--- src/rtl/max_uint16_reduce_ctrl.sv ---
// Streaming max-reduce controller: finds the maximum unsigned operand of a job
// and the index of its first occurrence, using one time-shared compare/select path.
module max_uint16_reduce_ctrl #(
   parameter  int WIDTH   = 16,
   parameter  int MAX_LEN = 256,
   localparam int LEN_W   = $clog2(MAX_LEN + 1),
   localparam int IDX_W   = $clog2(MAX_LEN)
) (
   input  logic             clk,
   input  logic             rst,
   input  logic             start,
   input  logic [LEN_W-1:0] len,
   input  logic             in_valid,
   input  logic [WIDTH-1:0] in_data,
   output logic             in_ready,
   output logic             out_valid,
   input  logic             out_ready,
   output logic [WIDTH-1:0] out_max,
   output logic [IDX_W-1:0] out_idx,
   output logic             busy,
   output logic             err
);

   typedef enum logic [1:0] {
      S_IDLE  = 2'd0,
      S_ACCUM = 2'd1,
      S_DONE  = 2'd2
   } state_t;

   state_t           r_state;
   state_t           w_state_nxt;

   logic [LEN_W-1:0] r_len;
   logic [LEN_W-1:0] r_cnt;
   logic [WIDTH-1:0] r_max;
   logic [IDX_W-1:0] r_idx;
   logic             r_in_ready;
   logic             r_out_valid;
   logic             r_busy;
   logic             r_err;

   logic             w_len_ok;
   logic             w_idle_start;
   logic             w_accept;
   logic             w_illegal;
   logic             w_xfer;
   logic             w_last;
   logic             w_gt;
   logic             w_take;

   // Job launch qualification, element transfer and the compare/select decision
   always_comb begin
      w_len_ok     = 1'b0;
      w_idle_start = 1'b0;
      w_accept     = 1'b0;
      w_illegal    = 1'b0;
      w_xfer       = 1'b0;
      w_last       = 1'b0;
      w_gt         = 1'b0;
      w_take       = 1'b0;

      w_len_ok     = (len != {LEN_W{1'b0}}) && (len <= LEN_W'(MAX_LEN));
      w_idle_start = (r_state == S_IDLE) && start;
      w_accept     = w_idle_start && w_len_ok;
      w_illegal    = w_idle_start && !w_len_ok;
      // in_ready is exactly "state is ACCUM", so qualify on state directly
      w_xfer       = (r_state == S_ACCUM) && in_valid;
      w_last       = (r_cnt == (r_len - LEN_W'(1)));
      w_gt         = (in_data > r_max);
      // element 0 always loads; later elements load only on strictly greater
      w_take       = w_xfer && ((r_cnt == {LEN_W{1'b0}}) || w_gt);
   end

   // Next-state logic
   always_comb begin
      w_state_nxt = r_state;
      case (r_state)
         S_IDLE: begin
            if (w_accept) begin
               w_state_nxt = S_ACCUM;
            end else begin
               w_state_nxt = S_IDLE;
            end
         end
         S_ACCUM: begin
            if (w_xfer && w_last) begin
               w_state_nxt = S_DONE;
            end else begin
               w_state_nxt = S_ACCUM;
            end
         end
         S_DONE: begin
            if (out_ready) begin
               w_state_nxt = S_IDLE;
            end else begin
               w_state_nxt = S_DONE;
            end
         end
         default: begin
            w_state_nxt = S_IDLE;
         end
      endcase
   end

   // State register
   always_ff @(posedge clk) begin
      if (rst) begin
         r_state <= S_IDLE;
      end else begin
         r_state <= w_state_nxt;
      end
   end

   // Status flags registered from the next state so they line up with r_state
   always_ff @(posedge clk) begin
      if (rst) begin
         r_in_ready  <= 1'b0;
         r_out_valid <= 1'b0;
         r_busy      <= 1'b0;
         r_err       <= 1'b0;
      end else begin
         r_in_ready  <= (w_state_nxt == S_ACCUM);
         r_out_valid <= (w_state_nxt == S_DONE);
         r_busy      <= (w_state_nxt != S_IDLE);
         r_err       <= w_illegal;
      end
   end

   // Job length latch and element counter
   always_ff @(posedge clk) begin
      if (rst) begin
         r_len <= {LEN_W{1'b0}};
         r_cnt <= {LEN_W{1'b0}};
      end else if (w_accept) begin
         r_len <= len;
         r_cnt <= {LEN_W{1'b0}};
      end else if (w_xfer) begin
         r_cnt <= r_cnt + LEN_W'(1);
      end else begin
         r_len <= r_len;
         r_cnt <= r_cnt;
      end
   end

   // Running maximum and index of its first occurrence
   always_ff @(posedge clk) begin
      if (rst) begin
         r_max <= {WIDTH{1'b0}};
         r_idx <= {IDX_W{1'b0}};
      end else if (w_take) begin
         r_max <= in_data;
         r_idx <= r_cnt[IDX_W-1:0];
      end else begin
         r_max <= r_max;
         r_idx <= r_idx;
      end
   end

   assign in_ready  = r_in_ready;
   assign out_valid = r_out_valid;
   assign out_max   = r_max;
   assign out_idx   = r_idx;
   assign busy      = r_busy;
   assign err       = r_err;

endmodule
--- config.mk ---
export PLATFORM = sky130hd
export DESIGN_NAME = max_uint16_reduce_ctrl
export DESIGN_NICKNAME = d
export VERILOG_FILES = /design/src/rtl/max_uint16_reduce_ctrl.sv
export SDC_FILE = /design/constraint.sdc
export NUM_CORES = 1
export LEC_CHECK = 0
export CORE_MARGIN = 2
export CORE_UTILIZATION = 55
export DETAILED_ROUTE_END_ITERATION = 12
export GPL_TIMING_DRIVEN = 0
export PLACE_DENSITY_LB_ADDON = 0.25
export SYNTH_ARGS = -nofsm -noshare
export SYNTH_HDL_FRONTEND = slang
export SYNTH_SLANG_ARGS = --single-unit
export TNS_END_PERCENT = 10
--- constraint.sdc ---
create_clock -name clk -period 6.39 [get_ports clk]
set_clock_uncertainty 0.2 [all_clocks]
set_input_delay 0.639 -clock clk [delete_from_list [all_inputs] [get_ports clk]]
set_output_delay 0.639 -clock clk [all_outputs]
set_load 0.02 [all_outputs]
Word-level counts from Yosys, hierarchy flattened. Index checks and enable logic that the tools add are counted.

Input port bits: 30. Output and inout port bits: 28. Register bits: 48. Word-level logic and storage cells: 36.

Magnitude comparators: 2. Add/subtract/negate cells: 2. Equality and inequality tests: 5. Reductions and logical operators: 14. Multiplexer cells: 4.

Operator list (count): 16-bit greater-than comparator (1); 9-bit by 1-bit adder with 9-bit output, second input constant (1); 9-bit == test (1); 9-bit <= comparator, second input constant (1); 9-bit zero test (1); 9-bit nonzero test (1); 9-bit by 1-bit subtractor with 9-bit output, second input constant (1); 1-bit logical AND (7); 2-bit one-hot mux with 3 select lines (1); 2-bit by 1-bit == test with 1-bit output, second input constant (2); 2-bit == test, second input constant (2); 2-bit two-way mux (2); 2-bit zero test (1); 2-bit nonzero test (1); 2-bit OR reduction (1); 1-bit zero test (1); 1-bit logical OR (1); 1-bit two-way mux (1).

Logic depth before layout (Yosys ltp).
Word-level depth: 6. Mapped depth: 10. Depth with buffers taken out: 8.

Least setup slack after synthesis. Ideal clock, no wire load.

Path kind: input port to flip-flop. From: in in_data[15]. To: reg r_idx[2], in the netlist out_idx[2]. Arrival: 2.312 ns. Slack: 3.759 ns. Data required time: 6.072 ns. Buffers on the path: 2. Cell stages on the path: 9. Cell sequence: ha_1 nand3_1 or4_1 nor3_1 nor2_1 o31a_1 buf_6 buf_12 mux2i_1.

Cells in the longest elaborated chain, start to end: 3.

Ends and longest elaborated chain: start: declaration (line 14) `input logic [WIDTH-1:0] in_data,`; 16-bit greater-than comparator (line 69) `w_gt = (in_data > r_max);`; 1-bit logical OR (line 71) `w_take = w_xfer && ((r_cnt == {LEN_W{1'b0}}) || w_gt);`; 1-bit logical AND (line 71); end signal: assignment (line 149) `r_idx <= {IDX_W{1'b0}};`; end signal: assignment (line 152) `r_idx <= r_cnt[IDX_W-1:0];`; end signal: assignment (line 155) `r_idx <= r_idx;`; end: declaration (line 36) `logic [IDX_W-1:0] r_idx;`.

Every way passes these cells. A chain may end at the register's enable or synchronous reset.

Worst setup path in the final report.
From: in in_data[15]. To: reg r_max[6], in the netlist out_max[6].

Cells in the longest elaborated chain, start to end: 3.

Ends and longest elaborated chain: 16-bit greater-than comparator (line 69); 1-bit logical OR (line 71); 1-bit logical AND (line 71); end signal: assignment (line 148) `r_max <= {WIDTH{1'b0}};`; end signal: assignment (line 151) `r_max <= in_data;`; end signal: assignment (line 154) `r_max <= r_max;`; end: declaration (line 35) `logic [WIDTH-1:0] r_max;`.

Every way passes these cells.

==> results.json <==
{
  "status": "finished, final reports clean",
  "crit_path_end_kind": "register",
  "synthesis.nets": 352,
  "synthesis.area_mm2": 0.002715,
  "num_rows": 25,
  "gp_congestion": 0.8571,
  "wl_met2_mm": 2.827,
  "intPower_uw": 486.2,
  "syn_inst": 303,
  "grt_antenna_before_repair": 0,
  "grt_pass1_wl_mm": 9.080,
  "core-area_mm2": 0.004755,
  "crit_type": "primary input to register",
  "hold_viol": 0,
  "htreeDepth": 2,
  "synth.area.top_cells": "dfxtp_1, mux2i_1, nand2b_1",
  "grt_max_degree": 15,
  "power_leakage_nw": 1.290,
  "drt_wl_total_mm": 5.560,
  "ff2ff_path_depth": 9,
  "cts_tree": "yes",
  "wl_per_cell_um": 12.78,
  "rsz0062_at_grt": "false",
  "route.detailed.drc": 0,
  "power_switching_share_pct": 25.08,
  "worst_slew_pin_slew_ns": 0.4803,
  "nets": 416,
  "synth_cell_types": 38,
  "synth_top_flop_cell": "dfxtp_1",
  "yosys_warnings": 0,
  "final_max_slew_viol_count": 0,
  "cap_violations": 0,
  "combPwrFrac_pct": 17.7,
  "synth_enable_flop_cells": 0,
  "portBuffers": 57,
  "dpl.hpwl_mm": 4.392,
  "post-cts-setup-buffers": 0,
  "wl_met1_mm": 2.492,
  "drive_above_1_share_pct": 4.076,
  "dieWidth_um": 74.26,
  "wl_met3_um": 176,
  "synth_common_cells": "dfxtp_1, nand2b_1, mux2i_1",
  "dieHeight_um": 74.26,
  "grt_pass1_vias": 2095,
  "cp_max_fo": 10,
  "clockPowerShare_pct": 33.6,
  "peakVddDrop_mv": 0.1314,
  "grt_remaining_overflow": 0,
  "ant_nets": 0,
  "setup_slack_ns": 3.436,
  "p_sw_uw": 162.8,
  "seq_power_share_pct": 48.7,
  "worst_ep_required_time_ns": 6.42,
  "seqCellArea_um2": 960.9,
  "layout_worst_path_cycle_share_pct": 46.23,
  "numCtsBuffers": 5,
  "diodes": 0,
  "yosysTopAreaCellShare_pct": 35.39,
  "clockBufferDepth": 2,
  "first_iter_violations": 51,
  "area_growth_pct": 28.06,
  "dieArea_mm2": 0.005515,
  "fmax_mhz": 338.5,
  "power.density_mw_per_mm2": 186.6,
  "top_layer": "met4",
  "via_count": 2225,
  "viasPerCell": 5.115,
  "n_fill_cell": 395,
  "syn_avg_cell_area_um2": 8.961,
  "clockRootBuffer": "clkbuf_8",
  "finalSetupTns_ns": 0,
  "grtUsageTotal_pct": 21.24,
  "multiInputGateArea_mm2": 0.001580,
  "io_pins": 58,
  "synth_top_area_cell": "dfxtp_1",
  "start_util_pct": 57.11,
  "min_period_ns": 2.954,
  "ys_async_sr_fraction_pct": 0,
  "clk_pin_slew_ns": 0.09,
  "ys_seq_area_share_pct": 35.39,
  "ys_ff_latch": 48,
  "synthMostInstantiatedCell": "dfxtp_1",
  "ctsHoldBuffers": 0,
  "crit_path_start_kind": "primary input",
  "cts_resized": 0,
  "hold_class": "register to register",
  "holdPathStages": 2,
  "clock_sinks": 48,
  "relSlewSlack_pct": 67.74,
  "clk_latency_ns": 0.30,
  "pre_cts_slack_ns": 3.104,
  "finalSetupViolations": 0,
  "drtPass1Iterations": 4,
  "cp.arrival_ns": 2.98
}
==> final timing paths <==
check,startpoint,to,slack (ns)
max,in_data[15],out_max[6],3.44
min,out_idx[4],out_idx[4],0.28
max reg2reg,out_max[14],out_max[6],3.84
min reg2reg,out_idx[4],out_idx[4],0.28
==> final cells by class <==
type | instances | share of cell area [%]
Buffer | 13 | 2.735
Clock buffer | 6 | 2.087
Clock inverter | 2 | 1.008
Inverter | 21 | 2.267
Multi-Input combinational cell | 221 | 45.45
Sequential cell | 48 | 27.64
Tap cell | 67 | 2.411
Timing Repair Buffer | 57 | 16.41
==> layout by cell type, fill, tap and decap left out, drive strengths merged, types with 5 or more instances in the layout <==
cell	count
clkdlybuf4s50	57
a21o	5
xor2	6
dfxtp	48
nor2	29
nand2	7
xnor2	12
mux2i	32
a21oi	11
nand3	9
buf	6
o21ai	5
clkbuf	13
nand2b	47
inv	21
ha	19
nor3	7
==> flip-flops by register name (all words and copies together) (netlist names) <==
| signal | flops |
|---|---|
| busy | 1 |
| out_max | 16 |
| r_len | 9 |
| r_state | 2 |
| r_cnt | 9 |
| out_idx | 8 |
| err | 1 |
| in_ready | 1 |
| out_valid | 1 |
==> worst max-delay path: stages <==
cell and delay (ns):
clkdlybuf4s50_1 0.45, ha_1 0.34, nand3_1 0.14, or4_1 0.58, a21oi_1 0.16, o31a_1 0.18
buf_6 0.15, buf_12 0.15, mux2i_1 0.19
==> routing by layer <==
metal | GRT usage (%) | up-vias
met5 | 0 | -
met4 | 6.944 | 0
met3 | 3.659 | 7
met2 | 39.29 | 35
met1 | 24.85 | 1041
li1 | - | 1142
==> power by group through the flow <==
stage / clock network (mW) / registers, mW / logic [mW]
final: 0.218 / 0.316 / 0.115
after global routing: 0.235 / 0.318 / 0.127
after CTS: 0.221 / 0.316 / 0.116
after detailed placement: 0 / 0.323 / 0.115
after global placement: 0 / 0.323 / 0.113
after floorplan: 0 / 0.328 / 0.0645
==> cells by family (layout without fill, tap and decap cells) <==
family / Yosys count / after routing / synth area share [%]
compound gates: 32 / 32 / 7.603
xor+xnor: 18 / 18 / 5.806
fa+ha+maj: 19 / 19 / 8.756
buf+inv: 34 / 99 / 6.406
flops: 48 / 48 / 35.39
mux: 32 / 32 / 11.80
simple gates: 120 / 120 / 24.24
==> metrics by stage <==
stage / utilization [%] / hold WS [ns] / cells / power, mW / cell area (um2)
final: 73.13 / 0.2836 / 435 / 0.6490 / 3477
after global routing: 73.13 / 0.3003 / 435 / 0.6795 / 3477
after CTS: 73.13 / 0.2859 / 435 / 0.6529 / 3477
after detailed placement: 70.87 / 0.2716 / 427 / 0.4386 / 3369
after global placement: 70.87 / 0.2640 / 427 / 0.4353 / 3369
after floorplan: - / 0.2770 / 303 / 0.3923 / 2715
Note: power is estimated with default switching activity, not from simulation.
